[src/rtl/toast_hazard_unit.sv]
// Pipeline hazard unit: operand forwarding selects, load-use / scoreboard /
// structural / WAW stall generation, a small scoreboard tracking in-flight
// long-latency (MALU) writebacks, control-transfer flush sequencing and a
// saturating stall-cycle counter.
//
// Handshake: an MALU issue is a level request on issue_multi_i; it is
// accepted on the rising edge where issue_multi_i=1, stall_o=0 and
// IF_ID_flush_o=0. The requester must hold the request until that edge.
module toast_hazard_unit #(
    parameter int REGFILE_ADDR_WIDTH = 5,
    parameter int FWD_STAGES         = 2,
    parameter int SB_SLOTS           = 4,
    parameter int LAT_WIDTH          = 4,
    parameter int FLUSH_CYCLES       = 2,
    localparam int AW = REGFILE_ADDR_WIDTH,
    localparam int SW = $clog2(FWD_STAGES + 1),
    localparam int CW = $clog2(SB_SLOTS + 1)
) (
    input  logic                     clk_i,
    input  logic                     reset_i,
    input  logic [FWD_STAGES*AW-1:0] fwd_rd_addr_i,
    input  logic [FWD_STAGES-1:0]    fwd_rd_wr_en_i,
    input  logic [AW-1:0]            id_rs1_addr_i,
    input  logic [AW-1:0]            id_rs2_addr_i,
    input  logic                     id_use_rs1_i,
    input  logic                     id_use_rs2_i,
    input  logic                     ex_load_i,
    input  logic                     issue_multi_i,
    input  logic [AW-1:0]            issue_rd_i,
    input  logic [LAT_WIDTH-1:0]     issue_lat_i,
    input  logic                     branch_taken_i,
    input  logic                     jump_taken_i,
    output logic [SW-1:0]            forwardA_o,
    output logic [SW-1:0]            forwardB_o,
    output logic                     stall_o,
    output logic                     IF_ID_flush_o,
    output logic                     EX_flush_o,
    output logic [CW-1:0]            sb_count_o,
    output logic                     multi_wb_o,
    output logic [31:0]              stall_cycles_o
);

    localparam int FLW = 3;

    // Scoreboard storage
    logic [SB_SLOTS-1:0]  sb_valid_q;
    logic [AW-1:0]        sb_rd_q  [SB_SLOTS];
    logic [LAT_WIDTH-1:0] sb_cnt_q [SB_SLOTS];

    logic [FLW-1:0]       flush_cnt_q;
    logic [31:0]          stall_cnt_q;

    logic [AW-1:0]        ex_rd;
    logic                 load_use_stall;
    logic                 sb_stall;
    logic                 full_stall;
    logic                 waw_stall;
    logic                 flush_event;
    logic                 issue_accept;
    logic [SB_SLOTS-1:0]  retire_vec;
    logic [SB_SLOTS-1:0]  alloc_oh;
    logic                 alloc_found;

    assign ex_rd       = fwd_rd_addr_i[AW-1:0];
    assign flush_event = branch_taken_i | jump_taken_i;

    // Forwarding select: scan oldest to youngest so the youngest match wins
    always_comb begin
        forwardA_o = '0;
        forwardB_o = '0;
        for (int k = FWD_STAGES - 1; k >= 0; k--) begin
            if (id_use_rs1_i && fwd_rd_wr_en_i[k] &&
                (fwd_rd_addr_i[k*AW +: AW] != '0) &&
                (fwd_rd_addr_i[k*AW +: AW] == id_rs1_addr_i)) begin
                forwardA_o = SW'(k + 1);
            end
            if (id_use_rs2_i && fwd_rd_wr_en_i[k] &&
                (fwd_rd_addr_i[k*AW +: AW] != '0) &&
                (fwd_rd_addr_i[k*AW +: AW] == id_rs2_addr_i)) begin
                forwardB_o = SW'(k + 1);
            end
        end
    end

    // Occupancy count and per-slot retire detection
    always_comb begin
        sb_count_o = '0;
        retire_vec = '0;
        for (int i = 0; i < SB_SLOTS; i++) begin
            sb_count_o    = sb_count_o + CW'(sb_valid_q[i]);
            retire_vec[i] = sb_valid_q[i] && (sb_cnt_q[i] == LAT_WIDTH'(1));
        end
    end

    // Stall sources; x0 is excluded from every match
    always_comb begin
        load_use_stall = ex_load_i && (ex_rd != '0) &&
                         ((id_use_rs1_i && (id_rs1_addr_i == ex_rd)) ||
                          (id_use_rs2_i && (id_rs2_addr_i == ex_rd)));
        sb_stall   = 1'b0;
        waw_stall  = 1'b0;
        for (int i = 0; i < SB_SLOTS; i++) begin
            if (sb_valid_q[i] && (sb_rd_q[i] != '0)) begin
                if ((id_use_rs1_i && (id_rs1_addr_i == sb_rd_q[i])) ||
                    (id_use_rs2_i && (id_rs2_addr_i == sb_rd_q[i]))) begin
                    sb_stall = 1'b1;
                end
                if (issue_multi_i && (issue_rd_i == sb_rd_q[i])) begin
                    waw_stall = 1'b1;
                end
            end
        end
        full_stall = issue_multi_i && (sb_count_o == CW'(SB_SLOTS));
        stall_o    = load_use_stall | sb_stall | full_stall | waw_stall;
    end

    // Lowest slot that is free in the current state (a slot retiring this
    // edge is still marked valid, so it is only reusable on the next edge)
    always_comb begin
        alloc_oh    = '0;
        alloc_found = 1'b0;
        for (int i = 0; i < SB_SLOTS; i++) begin
            if (!sb_valid_q[i] && !alloc_found) begin
                alloc_oh[i] = 1'b1;
                alloc_found = 1'b1;
            end
        end
    end

    assign IF_ID_flush_o = flush_event | (flush_cnt_q != '0);
    assign EX_flush_o    = branch_taken_i;
    assign issue_accept  = issue_multi_i & ~stall_o & ~IF_ID_flush_o &
                           (issue_rd_i != '0);

    // Scoreboard countdown, retire and allocation; writeback pulse
    always_ff @(posedge clk_i) begin
        if (reset_i) begin
            sb_valid_q <= '0;
            multi_wb_o <= 1'b0;
            for (int i = 0; i < SB_SLOTS; i++) begin
                sb_rd_q[i]  <= '0;
                sb_cnt_q[i] <= '0;
            end
        end else begin
            multi_wb_o <= |retire_vec;
            for (int i = 0; i < SB_SLOTS; i++) begin
                if (sb_valid_q[i]) begin
                    if (retire_vec[i]) begin
                        sb_valid_q[i] <= 1'b0;
                    end else begin
                        sb_cnt_q[i] <= sb_cnt_q[i] - LAT_WIDTH'(1);
                    end
                end else if (issue_accept && alloc_oh[i]) begin
                    sb_valid_q[i] <= 1'b1;
                    sb_rd_q[i]    <= issue_rd_i;
                    sb_cnt_q[i]   <= issue_lat_i;
                end
            end
        end
    end

    // Flush countdown; any new control-transfer event reloads it
    always_ff @(posedge clk_i) begin
        if (reset_i) begin
            flush_cnt_q <= '0;
        end else if (flush_event) begin
            flush_cnt_q <= FLW'(FLUSH_CYCLES - 1);
        end else if (flush_cnt_q != '0) begin
            flush_cnt_q <= flush_cnt_q - FLW'(1);
        end
    end

    // Saturating count of stalled cycles
    always_ff @(posedge clk_i) begin
        if (reset_i) begin
            stall_cnt_q <= '0;
        end else if (stall_o && (stall_cnt_q != 32'hFFFF_FFFF)) begin
            stall_cnt_q <= stall_cnt_q + 32'd1;
        end
    end

    assign stall_cycles_o = stall_cnt_q;

endmodule
[config.mk]
export PLATFORM = sky130hd
export DESIGN_NAME = toast_hazard_unit
export DESIGN_NICKNAME = d
export VERILOG_FILES = /design/src/rtl/toast_hazard_unit.sv
export SDC_FILE = /design/constraint.sdc
export NUM_CORES = 1
export LEC_CHECK = 0
export ABC_AREA = 0
export BUFFER_PORTS_ARGS = -buffer_cell sky130_fd_sc_hd__buf_2
export CAP_MARGIN = 20
export CORE_MARGIN = 2
export CORE_UTILIZATION = 60
export DETAILED_ROUTE_END_ITERATION = 8
export PLACE_DENSITY = 0.94
export SETUP_SLACK_MARGIN = 0.2
export SYNTH_ARGS = -nofsm -noshare
export SYNTH_HDL_FRONTEND = slang
export SYNTH_SLANG_ARGS = --single-unit
[constraint.sdc]
create_clock -name clk_i -period 7.1 [get_ports clk_i]
set_clock_uncertainty 0.1 [all_clocks]
set_input_delay 0.71 -clock clk_i [delete_from_list [all_inputs] [get_ports clk_i]]
set_output_delay 0.71 -clock clk_i [all_outputs]
set_load 0.02 [all_outputs]
==> results of run 1 <==
[final cells by class]
type	count	area, µm²
Tap cell	105	131
Timing Repair Buffer	83	420
Antenna cell	1	2.50
Fill cell	623	2580
Clock buffer	13	181
Sequential cell	76	1880
Clock inverter	3	23.8
Multi-Input combinational cell	421	2910
Inverter	24	90.1
[worst max-delay path by stage]
stage                    end  cells after the start
3_5_place_dp   sb_rd_q[2][3]                      9
2_1_floorplan        stall_o                     10
6_report             stall_o                     10
4_1_cts              stall_o                     10
3_3_place_gp         stall_o                     10
5_1_grt              stall_o                     10
[stage by stage]
stage                     instances  worst slack [ns]
final                           726              2.86
after global routing            725              2.71
after CTS                       725              2.92
after detailed placement        709              3.29
after global placement          709              3.49
after floorplan                 561              3.76
[registers in the layout, summed over array words and instances, names as in the netlist]
| name | flops |
|---|---|
| flush_cnt_q | 3 |
| sb_cnt_q | 16 |
| sb_rd_q | 20 |
| multi_wb_o | 1 |
| sb_valid_q | 4 |
| stall_cycles_o | 32 |
[layout by cell type (no fill, tap or decap), types with 24 or more instances in the layout]
cell,count
nand4_1,25
xnor2_1,57
a21oi_1,37
nand2_1,32
inv_1,24
xor2_1,32
dfxtp_1,40
or3_1,27
o21ai_0,35
edfxtp_1,36
buf_2,81
[kinds of logic (layout without fill, tap and decap cells)]
kind of cell | after synthesis | count (layout)
other | 0 | 1
adders and majority gates | 16 | 16
muxes | 1 | 1
and+or+nand+nor | 208 | 208
buffers and inverters | 64 | 123
DFF | 76 | 76
AOI/OAI and AO/OA | 107 | 107
xor gates and xnor gates | 89 | 89
[worst reg2reg max path: stages (launching register included)]
cell and delay (ns):
dfxtp_1 0.70, fa_1 0.51, ha_1 0.21, ha_1 0.29
nor3b_1 0.07, a31oi_1 0.15, and4_1 0.23, nor4b_4 0.45
nand3_1 0.21, o21ai_0 0.58
[layer usage]
layer | track usage [%] | up-vias
li1 | - | 2149
met1 | 32.1 | 2175
met2 | 47.3 | 192
met3 | 3.76 | 34
met4 | 12.9 | 0
met5 | 0 | -
[power by group]
| part | internal, mW | leakage (nW) | total, mW | switching, mW |
|---|---|---|---|---|
| combinational | 0.0479 | 1.30 | 0.116 | 0.0679 |
| clock | 0.172 | 0.105 | 0.336 | 0.163 |
| sequential | 0.468 | 0.696 | 0.480 | 0.0126 |
| total | 0.688 | 2.10 | 0.932 | 0.244 |
==> reports/results.ini, run 1 <==
[route]
drc = 0
via_per_inst = 6.27
antenna_left = 0
wire_per_inst_um = 17.0
wl_met3_um = 854
dr.pass1.iters = 5
num_vias = 4550
routed-wl-met2_um = 6210
drt-met1-wl_um = 4970
wl_um = 12400
drtIter0Drc = 414
routed.top_layer = met4

[setup_path]
endpoint_kind = primary output
cp_max_fo = 64
reg2reg_to = sb_rd_q[2][0]
setup.worst_path.class = flop to primary output
worstPathBufferInverterCount = 3
cp_cell_sequence = fa_1, ha_1, ha_1, nor3b_1, a31oi_1, and4_1, o2111a_1, buf_4, inv_1, buf_2
reg2reg_slack_ns = 3.23
worstPathRequired_ns = 6.29
reg2reg_depth = 9
max_stage_delay_ns = 0.70
startpoint = sb_valid_q[0]
cp-start-kind = flop
arrival_ns = 3.43
cp_top_family = adder cells
cp_common_cell = ha_1
slowest_stage = dfxtp_1
r2r_start = sb_valid_q[0]

[hold_path]
whs_path_depth = 2
hp-start = stall_cycles_o[29]
hold_path_end = stall_cycles_o[29]
min_path_type = flop to flop

[synthesis]
syn_nets = 616
yosys_warnings = 0
synth_mux_area_share_pct = 0.221
synth_top_area_share_pct = 21.2
synthSimpleGateAreaFrac_pct = 24.6
synth_seq_cells = 76
synthFlopType = dfxtp_1
synth-adder-area-share_pct = 4.08
yosysTopAreaCell = edfxtp_1
netlist_instances = 561
yosysUniqueCellTypes = 50
ys_top_cells_by_area = edfxtp_1 21%, dfxtp_1 16%, xnor2_1 9.8%
synth_commonest_cells = 57 x xnor2_1, 40 x dfxtp_1, 37 x a21oi_1
yosysMostFrequentCell = xnor2_1
ys_async_sr_fraction_pct = 0
synth_edf_count = 36
avgSynthCellArea_um2 = 9.08
synth-xor-area-share_pct = 15.3
synth_area_um2 = 5090
synth_compound_area_share_pct = 12.9
yosysSeqAreaShare_pct = 36.9
synth_top_family_by_area = simple AND/OR/NAND/NOR gates

[power]
power_density_nw_per_um2 = 165
power_uw = 932
peakVddDrop_v = 0.000184
p_leak_nw = 2.10

[clock_tree]
cts.path.max_buffers = 2
cts_resized = 0
h-tree-depth = 3
cts_tree = built
cts_num_sinks = 76
ctsHoldBuffers = 0
clk_latency_ns = 0.35
postCtsSetupBuffers = 0
clk_pin_slew_worst_paths_ns = 0.09
cts-root-buf = clkbuf_8
numCtsBuffers = 9

[global_routing]
grt_max_degree = 65
overflow = 0
grt_first_pass_wirelength_um = 19400
grtUsageTotal_pct = 26.9
antenna_found_initial = 1
grt_pass1_vias = 4231

[sta]
hold_violations = 0
rsz0062_at_grt = false
fin_crit_sh_pct = 59.7
timing.hold.ws_ns = 0.398
finalSetupViolCount = 0
maxSlewHeadroom_pct = 43.7
slew_viol_final = 0
fin_crit_ns = 4.24
fmax_ghz = 0.236
tns_ns = 0
worstMarginPinSlew_ns = 0.842

[floorplan]
die_h_um = 96.2
start_util_pct = 62.0
dieArea_um2 = 9240
num_io_pins = 82
core.rowCount = 33
fp.coreArea_um2 = 8220
die_w_um = 96.2

[finish]
synthToLayoutAreaGrowth_pct = 10.7
post_route_cells_drive_above_1_share_pct = 18.2
final_design_area_no_fill_um2 = 5640
final_util_pct = 68.6
layout.nets = 670

[place]
place.gp.congestion = 0.878
place_area_um2 = 5430
port_buffers = 81
hpwl_um = 9090

[outcome]
status = finished clean

[job]
maxCapViolations = 0

Power figures use the tool's default switching activity.
==> run 2, diff against run 1 <==
CORE_UTILIZATION = 52   (was 60)
PLACE_DENSITY = 0.87   (was 0.94)
clock period = 3.8 ns   (was 7.1 ns; I/O delays follow)
==> run 2 against run 1 <==
Effect of this change: non-clock buffer count grew 8; cell area grew 2.0%; die area grew 15%; final cell count grew 4.8%; clock power grew 87%; count of clock-buffer cells in the layout is the same; combinational power grew 92%; worst setup slack lost 2.6 ns; global-route usage shrank 4.0 points; sequential cell count is the same; sequential power grew 87%; critical path type is now flop to flop.
==> reports/results.ini, run 2 (synthesis gave the netlist of run 1 again) <==
[outcome]
status = finished clean

[setup_path]
max_stage_delay_ns = 0.46  ; -0.24 ns
cp_max_fo = 12  ; -81%
endpoint_kind = flop
worstPathRequired_ns = 3.74  ; -2.55 ns
arrival_ns = 3.47  ; +0.04 ns
cp-start-kind = flop
reg2reg_slack_ns = 0.28  ; -2.95 ns
setup.worst_path.class = flop to flop
slowest_stage = fa_1
cp_common_cell = ha_1
cp_cell_sequence = fa_1, ha_1, ha_1, nor3b_1, a31oi_1, and4_1, nor4b_4, nand4_2, nand2_1

[clock_tree]
cts-root-buf = clkbuf_8
numCtsBuffers = 9  ; unchanged
clk_latency_ns = 0.36  ; about the same
cts_num_sinks = 76  ; unchanged
cts.path.max_buffers = 2  ; unchanged
clk_pin_slew_worst_paths_ns = 0.08  ; about the same
cts_tree = built
h-tree-depth = 3  ; unchanged

[power]
peakVddDrop_v = 0.000232  ; +27%
p_leak_nw = 2.15  ; +2.1%
power_mw = 1.75  ; +88%
power_density_nw_per_um2 = 304  ; +84%

[floorplan]
num_io_pins = 82  ; unchanged
fp.coreArea_um2 = 9640  ; +17%
start_util_pct = 52.9  ; -9.2 points
die_h_um = 103  ; +7.1%
die_w_um = 103  ; +7.1%
dieArea_um2 = 10600  ; +15%
core.rowCount = 36  ; +9.1%

[route]
dr.pass1.iters = 5  ; unchanged
antenna_left = 0  ; unchanged
drtIter0Drc = 309  ; -25%
drc = 0  ; unchanged
wire_per_inst_um = 16.4  ; -3.7%
wl_um = 12500  ; +0.89%
via_per_inst = 5.89  ; -5.9%
num_vias = 4486  ; -1.4%

[place]
place.gp.congestion = 0.826  ; -6.0%
hpwl_um = 8810  ; -3.1%
port_buffers = 81  ; unchanged

[sta]
finalSetupViolCount = 0  ; unchanged
worstMarginPinSlew_ns = 0.914  ; +0.0724 ns
tns_ns = 0  ; unchanged
maxSlewHeadroom_pct = 38.9  ; -4.8 points
fmax_ghz = 0.284
rsz0062_at_grt = true
slew_viol_final = 0  ; unchanged
hold_violations = 0  ; unchanged
fin_crit_sh_pct = 92.7
fin_crit_ns = 3.52

[hold_path]
min_path_type = input port to flop

[finish]
layout_commonest_cell = buf_2
layout.nets = 679  ; +1.3%
mostFrequentLayoutCells = 81 x buf_2, 57 x xnor2_1, 39 x dfxtp_1, 36 x a21oi_1, 36 x edfxtp_1
insertedDiodeCount = 0  ; -1
post_route_cells_drive_above_1_share_pct = 19.7  ; +1.5 points
synthToLayoutAreaGrowth_pct = 12.8
largest_reg_flops = 32  ; unchanged

[global_routing]
grt_pass1_vias = 3968  ; -6.2%
grt_max_degree = 53  ; -18%
grt_first_pass_wirelength_um = 19100  ; -1.5%
grtUsageTotal_pct = 22.8  ; -4.0 points
overflow = 0  ; unchanged
antenna_found_initial = 0  ; -1

[job]
maxCapViolations = 0  ; unchanged

## run 2: cell types whose count changed in the layout (fill, tap and decap cells not counted), sizes merged
| cell | previous run | this run |
|---|---|---|
| clkinv | 1 | 2 |
| o2111a | 1 | 2 |
| buf | 83 | 91 |
| diode | 1 | 0 |
| inv | 26 | 24 |
## run 2: power breakdown
group / switching [mW] / internal [mW]
Clock: 0.297 / 0.331
Combinational: 0.129 / 0.0941
Sequential: 0.0220 / 0.874
Total: 0.448 / 1.30
## run 2: what timing repair did
item                                    in CTS  in global routing
gates resized for setup                      1                  3
gates cloned                                 0                  1
endpoints found under the setup margin       1                 22
hold buffers                                 0                  0
pin swaps                                    0                  0
buffers inserted                             0                  2
## run 2: layer usage
metal / vias to the layer above / share of wire [%] / track usage [%] / wire length, µm
li1: 2168 / - / - / -
met1: 2161 / 44 / 30.0 / 5430
met2: 140 / 50 / 39.9 / 6270
met3: 17 / 4.7 / 2.51 / 584
met4: 0 / 1.4 / 6.48 / 173
met5: - / 0 / 0 / 0
## run 2: area by class of cell
type                       instances  area (µm²)
sequential                        76        1880
timing repair buffer              91         480
multi-input combinational        422        2920
fill                             821        3890
tap                              133         166
clock inverter                     2        13.8
inverter                          24        90.1
clock buffer                      13         191
## run 2: through the flow
step	cells	hold WS (ns)	setup slack (ns)	utilization, %	instance area, µm²
final	761	0.0948	0.278	59.6	5750
after global routing	761	0.121	0.114	59.6	5750
after CTS	758	0.0949	0.289	59.3	5720
after detailed placement	743	0.391	0.332	57.2	5510
after global placement	743	0.376	0.480	57.2	5510
after floorplan	561	0.357	0.508	-	5090
## run 2: path summary, 6_finish.rpt
kind / cells past startpoint / start / to
hold reg to reg: 2 / stall_cycles_o[21] / stall_cycles_o[21]
setup / recovery: 9 / sb_valid_q[3] / sb_rd_q[3][3]
setup reg to reg: 9 / sb_valid_q[3] / sb_rd_q[3][3]
hold / removal: 2 / jump_taken_i / flush_cnt_q[2]
## run 2: critical path, delay by kind of cell, from the launching register on
kind            cells  cell delay (ns)
flops               1             0.44
compound gates      1             0.18
simple gates        5             1.54
fa+ha+maj           3             0.93
==> run 3, diff against run 2 <==
CORE_UTILIZATION = 60   (was 52)
CTS_CLUSTER_DIAMETER = 60   (was default)
PLACE_DENSITY = 0.94   (was 0.87)
clock period = 4.2 ns   (was 3.8 ns; I/O delays follow)
==> run 3 against run 2 <==
Effect of this change: clock power down 17%; worst setup slack better by 0.33 ns; hold slack better by 0.044 ns; die area down 13%; cell area down 2.0%; critical endpoint is now stall_o; largest power group unchanged.
==> reports/results.ini, run 3 (synthesis gave the netlist of run 1 again) <==
[outcome]
status = finished clean

[global_routing]
grt_max_degree = 36  ; -32%
antenna_found_initial = 1  ; +1
grt_use_met3_pct = 5.25  ; +2.7 points
grtUsageTotal_pct = 26.7  ; +3.9 points
use_met2_pct = 44.1  ; +4.2 points
overflow = 0  ; unchanged
met1_usage_pct = 33.5  ; +3.5 points
grt_pass1_vias = 4151  ; +4.6%
grt_first_pass_wirelength_um = 19200  ; +0.58%
gr-max-usage-layer = met2

[job]
maxCapViolations = 0  ; unchanged

[setup_path]
setup.worst_path.class = flop to primary output
startpoint = sb_valid_q[1]
crit_end = stall_o
reg2reg_slack_ns = 0.66  ; +0.38 ns
reg2reg_depth = 9  ; unchanged
slowest_stage = fa_1
worstPathBufferInverterCount = 2  ; +2
cp_top_family = adder cells
arrival_ns = 3.07  ; -0.40 ns
cp_max_fo = 34  ; +22
max_stage_delay_ns = 0.47  ; about the same
cp-start-kind = flop
endpoint_kind = primary output
cp_common_cell = ha_1
cp_cell_sequence = fa_1, ha_1, ha_1, nor3b_1, a31oi_1, and4_1, o2111a_2, inv_1, buf_2
reg2reg_to = sb_rd_q[2][2]
r2r_start = sb_valid_q[1]
path_depth = 9  ; unchanged
worstPathRequired_ns = 3.68  ; -0.06 ns

[power]
peakVddDrop_v = 0.000168  ; -28%
p_leak_nw = 2.11  ; -2.0%
power_mw = 1.53  ; -12%
power_density_nw_per_um2 = 272  ; -10%

[route]
wl_um = 12400  ; -0.55%
drtIter0Drc = 480  ; +55%
drc = 0  ; unchanged
via_per_inst = 6.23  ; +5.6%
num_vias = 4526  ; +0.89%
wire_per_inst_um = 17.0  ; +4.1%
dr.pass1.iters = 5  ; unchanged
antenna_left = 0  ; unchanged

[sta]
maxSlewHeadroom_pct = 39.5  ; +0.62 points
fin_crit_ns = 3.59
hold_violations = 0  ; unchanged
rsz0062_at_grt = false
fin_crit_sh_pct = 85.5
fmax_ghz = 0.278
tns_ns = 0  ; unchanged
worstMarginPinSlew_ns = 0.905  ; -0.00928 ns
slew_viol_final = 0  ; unchanged
finalSetupViolCount = 0  ; unchanged

[floorplan]
start_util_pct = 62.0  ; +9.2 points
die_w_um = 96.2  ; -6.6%
num_io_pins = 82  ; unchanged
core.rowCount = 33  ; -8.3%
die_h_um = 96.2  ; -6.6%
dieArea_um2 = 9240  ; -13%
fp.coreArea_um2 = 8220  ; -15%

[clock_tree]
clk_latency_ns = 0.36  ; about the same
cts_tree = built
h-tree-depth = 3  ; unchanged
cts-root-buf = clkbuf_8
cts_num_sinks = 76  ; unchanged
numCtsBuffers = 9  ; unchanged
clk_pin_slew_worst_paths_ns = 0.08  ; about the same
cts.path.max_buffers = 2  ; unchanged

[finish]
stdcell_count = 727  ; -4.5%
synthToLayoutAreaGrowth_pct = 10.5
layout.nets = 672  ; -1.0%
post_route_cells_drive_above_1_share_pct = 18.8  ; -0.90 points
largest_reg_flops = 32  ; unchanged
nFillCells = 620  ; -24%
final_design_area_no_fill_um2 = 5630  ; -2.0%
mostFrequentLayoutCells = 81 x buf_2, 57 x xnor2_1, 40 x dfxtp_1, 37 x a21oi_1, 36 x edfxtp_1
final_util_pct = 68.5  ; +8.9 points
layout_commonest_cell = buf_2

[place]
place_area_um2 = 5450  ; -1.2%
hpwl_um = 8930  ; +1.4%
port_buffers = 81  ; unchanged
place.gp.congestion = 0.849  ; +2.8%
dp_cells = 711  ; -4.3%

[hold_path]
min_path_type = input port to flop

[run 3: metal layers]
metal	share of wire (%)	up-vias	routed length, µm
li1	-	2160	-
met1	41	2134	5110
met2	48	186	6000
met3	7.1	46	876
met4	3.3	0	407
met5	0	-	0
[run 3: worst min path at each step]
stage / end / start / slack (ns) / cells past startpoint
2_1_floorplan: flush_cnt_q[2] / jump_taken_i / 0.40 / 1
3_3_place_gp: stall_cycles_o[4] / stall_cycles_o[4] / 0.38 / 2
3_5_place_dp: stall_cycles_o[31] / stall_cycles_o[31] / 0.39 / 2
4_1_cts: flush_cnt_q[2] / jump_taken_i / 0.13 / 2
5_1_grt: flush_cnt_q[2] / jump_taken_i / 0.14 / 2
6_report: flush_cnt_q[2] / jump_taken_i / 0.14 / 2
[run 3: power breakdown]
group / total (mW) / switching (mW) / internal, mW
clock: 0.524 / 0.276 / 0.248
sequential: 0.811 / 0.0201 / 0.791
combinational: 0.199 / 0.117 / 0.0819
[run 3: repair_timing]
item                       CTS  global route
resized for setup            0             1
buffers inserted             0             0
hold buffers                 0             0
setup endpoints to repair    0             1
[run 3: area by class of cell]
cell class | instances | area [µm²] | area share, %
tap | 105 | 131 | 2.33
multi-input combinational | 421 | 2910 | 51.6
antenna | 1 | 2.50 | 0.0444
timing repair buffer | 85 | 435 | 7.73
inverter | 24 | 90.1 | 1.60
clock inverter | 5 | 33.8 | 0.600
sequential | 76 | 1880 | 33.4
clock buffer | 10 | 149 | 2.64
[run 3: stage by stage]
stage                     setup slack, ns  hold slack [ns]
final                               0.609            0.139
after global placement              0.861            0.377
after floorplan                     0.908            0.397
after detailed placement            0.625            0.395
after global routing                0.443            0.137
after CTS                           0.331            0.132
